[config.mk]
export PLATFORM = sky130hd
export DESIGN_NAME = fusion_pair_buffer
export DESIGN_NICKNAME = d
export VERILOG_FILES = /design/src/rtl/fusion_pair_buffer.sv
export SDC_FILE = /design/constraint.sdc
export NUM_CORES = 1
export LEC_CHECK = 0
export ABC_CLOCK_PERIOD_IN_PS = 10000
export BUFFER_PORTS_ARGS = -buffer_cell sky130_fd_sc_hd__buf_2
export CORE_ASPECT_RATIO = 0.8
export CORE_MARGIN = 4
export CORE_UTILIZATION = 50
export CTS_CLUSTER_DIAMETER = 50
export DETAILED_ROUTE_END_ITERATION = 8
export PLACE_DENSITY = 0.78
export SYNTH_ARGS = -nofsm -noshare
export SYNTH_HDL_FRONTEND = slang
export SYNTH_SLANG_ARGS = --single-unit
[constraint.sdc]
create_clock -name clk_i -period 10 [get_ports clk_i]
set_input_delay 0.5 -clock clk_i [delete_from_list [all_inputs] [get_ports clk_i]]
set_output_delay 0.5 -clock clk_i [all_outputs]
set_load 0.01 [all_outputs]
[src/rtl/fusion_pair_buffer.sv]
// Macro-op fusion buffer between the instruction queue and the decode stage.
// It holds one instruction that may start a fused pair. When the next contiguous
// instruction completes a supported pair, both leave together as one macro-op.
// Otherwise instructions leave one at a time, in program order.

// Minimal core-configuration description. Only the fields this block reads are kept.
package config_pkg;
  typedef struct packed {
    int unsigned VLEN;
    logic        IS_XLEN64;
  } cva6_cfg_t;
endpackage

package cva6_config_pkg;
  localparam config_pkg::cva6_cfg_t cva6_cfg = '{VLEN: 64, IS_XLEN64: 1'b1};
endpackage

module fusion_pair_buffer #(
  parameter config_pkg::cva6_cfg_t CVA6Cfg       = cva6_config_pkg::cva6_cfg,
  parameter bit                    FuseLuiAddi   = 1'b1,
  parameter bit                    FuseAuipcAddi = 1'b1,
  parameter bit                    FuseZextW     = 1'b1,
  parameter int unsigned           FuseTimeout   = 4
) (
  input  logic                    clk_i,
  input  logic                    rst_i,
  input  logic                    flush_i,
  input  logic                    valid_i,
  output logic                    ready_o,
  input  logic [31:0]             instr_i,
  input  logic [CVA6Cfg.VLEN-1:0] pc_i,
  output logic                    valid_o,
  input  logic                    ready_i,
  output logic [31:0]             instr_o,
  output logic [31:0]             instr2_o,
  output logic [CVA6Cfg.VLEN-1:0] pc_o,
  output logic                    fused_o,
  output logic [1:0]              fuse_kind_o
);

  localparam int unsigned VLEN = CVA6Cfg.VLEN;
  localparam int unsigned CntW = $clog2(FuseTimeout) + 1;
  localparam logic [CntW-1:0] CntMax = CntW'(FuseTimeout - 1);
  // A 32-bit core has no use for zero-extending a word, so this kind is disabled there.
  localparam bit ZextEn = FuseZextW && CVA6Cfg.IS_XLEN64;

  localparam logic [6:0] OpcLui    = 7'b0110111;
  localparam logic [6:0] OpcAuipc  = 7'b0010111;
  localparam logic [6:0] OpcOpImm  = 7'b0010011;
  localparam logic [1:0] KindNone  = 2'd0;
  localparam logic [1:0] KindLui   = 2'd1;
  localparam logic [1:0] KindAuipc = 2'd2;
  localparam logic [1:0] KindZext  = 2'd3;

  typedef enum logic [0:0] {EMPTY, HOLD} state_e;

  state_e            state_q, state_d;
  logic [31:0]       slot_instr_q, slot_instr_d;
  logic [VLEN-1:0]   slot_pc_q, slot_pc_d;
  logic              slot_head_q, slot_head_d;
  logic [CntW-1:0]   cnt_q, cnt_d;
  logic              out_valid_q, out_valid_d;
  logic [31:0]       out_instr_q, out_instr_d;
  logic [31:0]       out_instr2_q, out_instr2_d;
  logic [VLEN-1:0]   out_pc_q, out_pc_d;
  logic              out_fused_q, out_fused_d;
  logic [1:0]        out_kind_q, out_kind_d;

  logic              out_free;
  logic              in_head;
  logic [1:0]        slot_kind;
  logic              kind_en;
  logic              second_ok;
  logic              match;

  // Classifies an instruction as a pair head and reports which pair it could start.
  function automatic logic [1:0] head_kind(input logic [31:0] ins);
    logic [1:0] k;
    k = KindNone;
    if (ins[6:0] == OpcLui && ins[11:7] != 5'd0) begin
      k = KindLui;
    end else if (ins[6:0] == OpcAuipc && ins[11:7] != 5'd0) begin
      k = KindAuipc;
    end else if (ZextEn && ins[6:0] == OpcOpImm && ins[14:12] == 3'b001 &&
                 ins[31:26] == 6'd0 && ins[25:20] == 6'd32) begin
      k = KindZext;
    end
    return k;
  endfunction

  assign out_free = !out_valid_q || ready_i;
  assign ready_o  = out_free && !flush_i;
  assign in_head  = (head_kind(instr_i) != KindNone);

  // Decide whether the incoming instruction completes a pair with the held head.
  always_comb begin
    slot_kind = head_kind(slot_instr_q);
    kind_en   = 1'b0;
    second_ok = 1'b0;
    case (slot_kind)
      KindLui: begin
        kind_en   = FuseLuiAddi;
        second_ok = (instr_i[14:12] == 3'b000);
      end
      KindAuipc: begin
        kind_en   = FuseAuipcAddi;
        second_ok = (instr_i[14:12] == 3'b000);
      end
      KindZext: begin
        kind_en   = ZextEn;
        second_ok = (instr_i[14:12] == 3'b101) && (instr_i[31:26] == 6'd0) &&
                    (instr_i[25:20] == 6'd32);
      end
      default: begin
        kind_en   = 1'b0;
        second_ok = 1'b0;
      end
    endcase
    match = slot_head_q && kind_en && second_ok &&
            (pc_i == slot_pc_q + VLEN'(4)) &&
            (instr_i[6:0] == OpcOpImm) &&
            (instr_i[19:15] == slot_instr_q[11:7]) &&
            (instr_i[11:7] == slot_instr_q[11:7]);
  end

  // Next-state logic for the slot, the wait counter and the output register.
  always_comb begin
    state_d      = state_q;
    slot_instr_d = slot_instr_q;
    slot_pc_d    = slot_pc_q;
    slot_head_d  = slot_head_q;
    cnt_d        = cnt_q;
    out_valid_d  = out_valid_q;
    out_instr_d  = out_instr_q;
    out_instr2_d = out_instr2_q;
    out_pc_d     = out_pc_q;
    out_fused_d  = out_fused_q;
    out_kind_d   = out_kind_q;

    if (out_free) begin
      out_valid_d = 1'b0;
    end

    if (flush_i) begin
      state_d     = EMPTY;
      slot_head_d = 1'b0;
      cnt_d       = '0;
      out_valid_d = 1'b0;
    end else begin
      case (state_q)
        EMPTY: begin
          if (valid_i && out_free) begin
            if (in_head) begin
              slot_instr_d = instr_i;
              slot_pc_d    = pc_i;
              slot_head_d  = 1'b1;
              cnt_d        = '0;
              state_d      = HOLD;
            end else begin
              out_valid_d  = 1'b1;
              out_instr_d  = instr_i;
              out_instr2_d = '0;
              out_pc_d     = pc_i;
              out_fused_d  = 1'b0;
              out_kind_d   = KindNone;
            end
          end
        end
        HOLD: begin
          if (out_free) begin
            if (valid_i && match) begin
              out_valid_d  = 1'b1;
              out_instr_d  = slot_instr_q;
              out_instr2_d = instr_i;
              out_pc_d     = slot_pc_q;
              out_fused_d  = 1'b1;
              out_kind_d   = slot_kind;
              slot_head_d  = 1'b0;
              cnt_d        = '0;
              state_d      = EMPTY;
            end else if (valid_i) begin
              out_valid_d  = 1'b1;
              out_instr_d  = slot_instr_q;
              out_instr2_d = '0;
              out_pc_d     = slot_pc_q;
              out_fused_d  = 1'b0;
              out_kind_d   = KindNone;
              slot_instr_d = instr_i;
              slot_pc_d    = pc_i;
              slot_head_d  = in_head;
              cnt_d        = '0;
            end else if (!slot_head_q || cnt_q == CntMax) begin
              out_valid_d  = 1'b1;
              out_instr_d  = slot_instr_q;
              out_instr2_d = '0;
              out_pc_d     = slot_pc_q;
              out_fused_d  = 1'b0;
              out_kind_d   = KindNone;
              slot_head_d  = 1'b0;
              cnt_d        = '0;
              state_d      = EMPTY;
            end else begin
              cnt_d = cnt_q + CntW'(1);
            end
          end else if (cnt_q != CntMax) begin
            cnt_d = cnt_q + CntW'(1);
          end
        end
        default: begin
          state_d = EMPTY;
        end
      endcase
    end
  end

  // State registers; reset discards anything held.
  always_ff @(posedge clk_i or posedge rst_i) begin
    if (rst_i) begin
      state_q      <= EMPTY;
      slot_instr_q <= '0;
      slot_pc_q    <= '0;
      slot_head_q  <= 1'b0;
      cnt_q        <= '0;
      out_valid_q  <= 1'b0;
      out_instr_q  <= '0;
      out_instr2_q <= '0;
      out_pc_q     <= '0;
      out_fused_q  <= 1'b0;
      out_kind_q   <= '0;
    end else begin
      state_q      <= state_d;
      slot_instr_q <= slot_instr_d;
      slot_pc_q    <= slot_pc_d;
      slot_head_q  <= slot_head_d;
      cnt_q        <= cnt_d;
      out_valid_q  <= out_valid_d;
      out_instr_q  <= out_instr_d;
      out_instr2_q <= out_instr2_d;
      out_pc_q     <= out_pc_d;
      out_fused_q  <= out_fused_d;
      out_kind_q   <= out_kind_d;
    end
  end

  assign valid_o     = out_valid_q;
  assign instr_o     = out_instr_q;
  assign instr2_o    = out_instr2_q;
  assign pc_o        = out_pc_q;
  assign fused_o     = out_fused_q;
  assign fuse_kind_o = out_kind_q;

endmodule
==> metrics.yaml <==
worst_setup_path:
  path_cells: "or4_1 -> o211ai_1 -> nor2b_1 -> or2_2 -> ha_1 -> or4b_2 -> o21ai_0 -> o2111ai_1 -> a311o_1 -> nor4_1 -> nand4_1 -> o21ai_4 -> buf_4 -> mux2_2"
  required_ns: 10.41
  startpoint_type: "flop"
  crit_end: "slot_instr_q[6]"
  critical-path-top-delay-family: "simple AND/OR/NAND/NOR gates"
  crit_slowest_cell: "buf_4"
  startpoint: "slot_instr_q[8]"
  cp_slowest_stage_delay_ns: 0.58
  cp.depth: 14
  r2r_setup_slack_ns: 5.13
  critPathMaxFanout: 52
  r2r_cells: 14
  worstReg2RegStart: "slot_instr_q[8]"
  arrival_ns: 5.28
  timing.rr.end: "slot_instr_q[6]"
  cp_num_buf_inv: 1
  cp-end-kind: "flop"
  critPathKind: "flop to flop"
cells_and_area:
  drive_gt1_frac: 0.260
  nNetsFinal: 1472
  final_cells: 1702
  final_core_util: 0.612
  final_common_cell: "buf_2"
  final_cell_mix: "buf_2, dfrtp_1, nand2_1"
  synthToLayoutAreaGrowth_pct: 18.6
placement:
  gp_congestion: 0.943
  placedCellCount: 1650
  dp_hpwl_um: 23500
  placement.io_buffers: 233
floorplan:
  core.rowCount: 50
  start_util: 0.516
  die-width_um: 183
  coreArea_mm2: 0.0238
  dieArea_mm2: 0.0271
  io_pins: 234
  fp.dieH_um: 148
yosys:
  synthCells: 1162
  synth_seq_cells: 233
  yosysSeqAreaShare: 0.475
  synth_fp_nets: 1268
  synth_edf_count: 0
  async_flop_share: 1.00
  syn_area_per_cell_um2: 10.6
  synth_ff_type: "dfrtp_1"
  synth.distinct_cells: 63
  yosysWarnings: 0
  synthesis.area_mm2: 0.0123
clock_tree:
  cts_hold_buffers: 0
  cts_tree: "built"
  cts_buffer_depth: 3
  cts_setup_buffers: 0
  clk_latency_ns: 0.53
  cts_buffers: 26
  clk_pin_slew_ns: 0.06
  cts_resized: 0
  htreeDepth: 1
  cts-root-buf: "clkbuf_16"
  clock_sinks: 233
detailed_routing:
  avgRoutedWirePerCell_um: 19.2
  final_antenna_net_count: 0
  viasPerCell: 5.85
  drt-total-wl_um: 32700
  drt_first_pass_iters: 5
  drc: 0
  routed-via-count: 9954
  drtIter0Drc: 781
global_route:
  grt_pass1_vias: 9671
  grt_pass1_wl_um: 52500
  antenna_found_initial: 5
  track_usage: 0.235
  overflow: 0
  grt_max_degree: 139
timing:
  holdWs_ns: 0.124
  hold_viol: 0
  skew_ns: 0.0148
  slew_viol_final: 0
  setup-violations-final: 0
  period_share: 0.487
  fmax_mhz: 205
  rsz0062_at_grt: "no"
  fin_tns_setup_ns: 0
  tightest_slew_ns: 1.20
  post-route-min-period_ns: 4.87
  slew_headroom: 0.198
pwr:
  peakVddDrop_mv: 0.109
  powerDensity_mw_per_mm2: 176
  power_mw: 2.57
  leakage_nw: 6.66
status:
  status: "finished clean"
min_path:
  min-delay-path-class: "primary input to async pin"
flow_run:
  drv_cap: 0
-- through the flow --
step	setup WS, ns	cell area, um2
global placement	5.22	13600
floorplan	3.11	12300
finish	5.13	14600
detailed placement	5.16	13600
global route	4.84	14600
CTS	5.14	14500
-- per-layer routing --
metal,vias up,GRT usage,wire length (um),share of wire
met1,4887,0.356,15100,0.46
met2,377,0.347,14100,0.43
met3,52,0.0511,2740,0.084
met4,4,0.0525,683,0.021
li1,4634,-,-,-
met5,-,0.0200,87,0.0027
-- cells in the mapped netlist (6+ instances only) --
| cell | number | area [um2] |
|---|---|---|
| mux2_2 | 61 | 687 |
| a22o_1 | 26 | 228 |
| buf_2 | 8 | 40.0 |
| o21ai_0 | 108 | 541 |
| and3_1 | 9 | 56.3 |
| nor4_1 | 26 | 163 |
| mux2_1 | 40 | 450 |
| nand2_1 | 140 | 526 |
| and2_1 | 11 | 68.8 |
| nor4b_1 | 6 | 52.6 |
| xnor2_1 | 57 | 499 |
| clkbuf_1 | 43 | 161 |
| dfrtp_1 | 233 | 5830 |
| nor2_1 | 31 | 116 |
| nand4_1 | 31 | 194 |
| nand3_1 | 31 | 155 |
| and4_1 | 13 | 114 |
| mux2i_1 | 102 | 1020 |
| or4_1 | 9 | 67.6 |
| a21oi_1 | 16 | 80.1 |
| nor3_1 | 18 | 90.1 |
| or3_1 | 15 | 93.8 |
| inv_1 | 13 | 48.8 |
| xor2_1 | 31 | 272 |
-- report_power, final --
group          switching [mW]  internal (mW)  total (mW)  leakage, nW
sequential             0.0991           1.05        1.15         3.06
clock                   0.389          0.644        1.03        0.466
combinational           0.219          0.169       0.388         3.13
total                   0.707           1.86        2.57         6.66
-- logic make-up (layout without fill, tap and decap cells) --
logic type | count (synthesis) | in the layout | share of synthesized area
flip-flops | 233 | 233 | 0.475
multiplexers | 203 | 203 | 0.176
other | 0 | 4 | 0
AO/OA/AOI/OAI | 188 | 188 | 0.0938
buffers and inverters | 78 | 302 | 0.0305
XOR/XNOR | 88 | 88 | 0.0628
AND/OR/NAND/NOR | 367 | 367 | 0.157
adder cells (fa/ha/maj) | 5 | 5 | 0.00510
-- area by class of cell --
| type | instances | area, um2 |
|---|---|---|
| timing repair buffer | 241 | 1230 |
| tap | 312 | 390 |
| antenna | 4 | 10.0 |
| clock inverter | 10 | 169 |
| fill | 2010 | 9220 |
| inverter | 13 | 56.3 |
| multi-input combinational | 851 | 6090 |
| sequential | 233 | 5830 |
| clock buffer | 38 | 777 |
-- sequential cells by signal, indices dropped and copies added, names as in the netlist, 2 cells and up --
signal	flops
pc_o	64
slot_pc_q	64
instr2_o	32
instr_o	32
slot_instr_q	32
cnt_q	3
fuse_kind_o	2
-- how the worst min path moves through the flow --
stage / start / to / slack [ns] / cells past startpoint
floorplan: slot_instr_q[15] / slot_instr_q[15] / 0.48 / 1
global placement: instr2_o[0] / instr2_o[0] / 0.45 / 1
CTS: rst_i / fused_o / 0.15 / 2
detailed placement: pc_o[26] / pc_o[26] / 0.46 / 2
finish: rst_i / fused_o / 0.12 / 2
global route: rst_i / fused_o / 0.19 / 2
-- worst reg2reg max path, delay by kind of cell, from the launching register on --
| family | cells | cell delay [ns] |
|---|---|---|
| adders and majority gates | 1 | 0.29 |
| and+or+nand+nor | 6 | 1.98 |
| AOI/OAI and AO/OA | 5 | 1.02 |
| buffers and inverters | 1 | 0.58 |
| DFF | 1 | 0.44 |
| muxes | 1 | 0.47 |
Power figures use the tool's default switching activity.
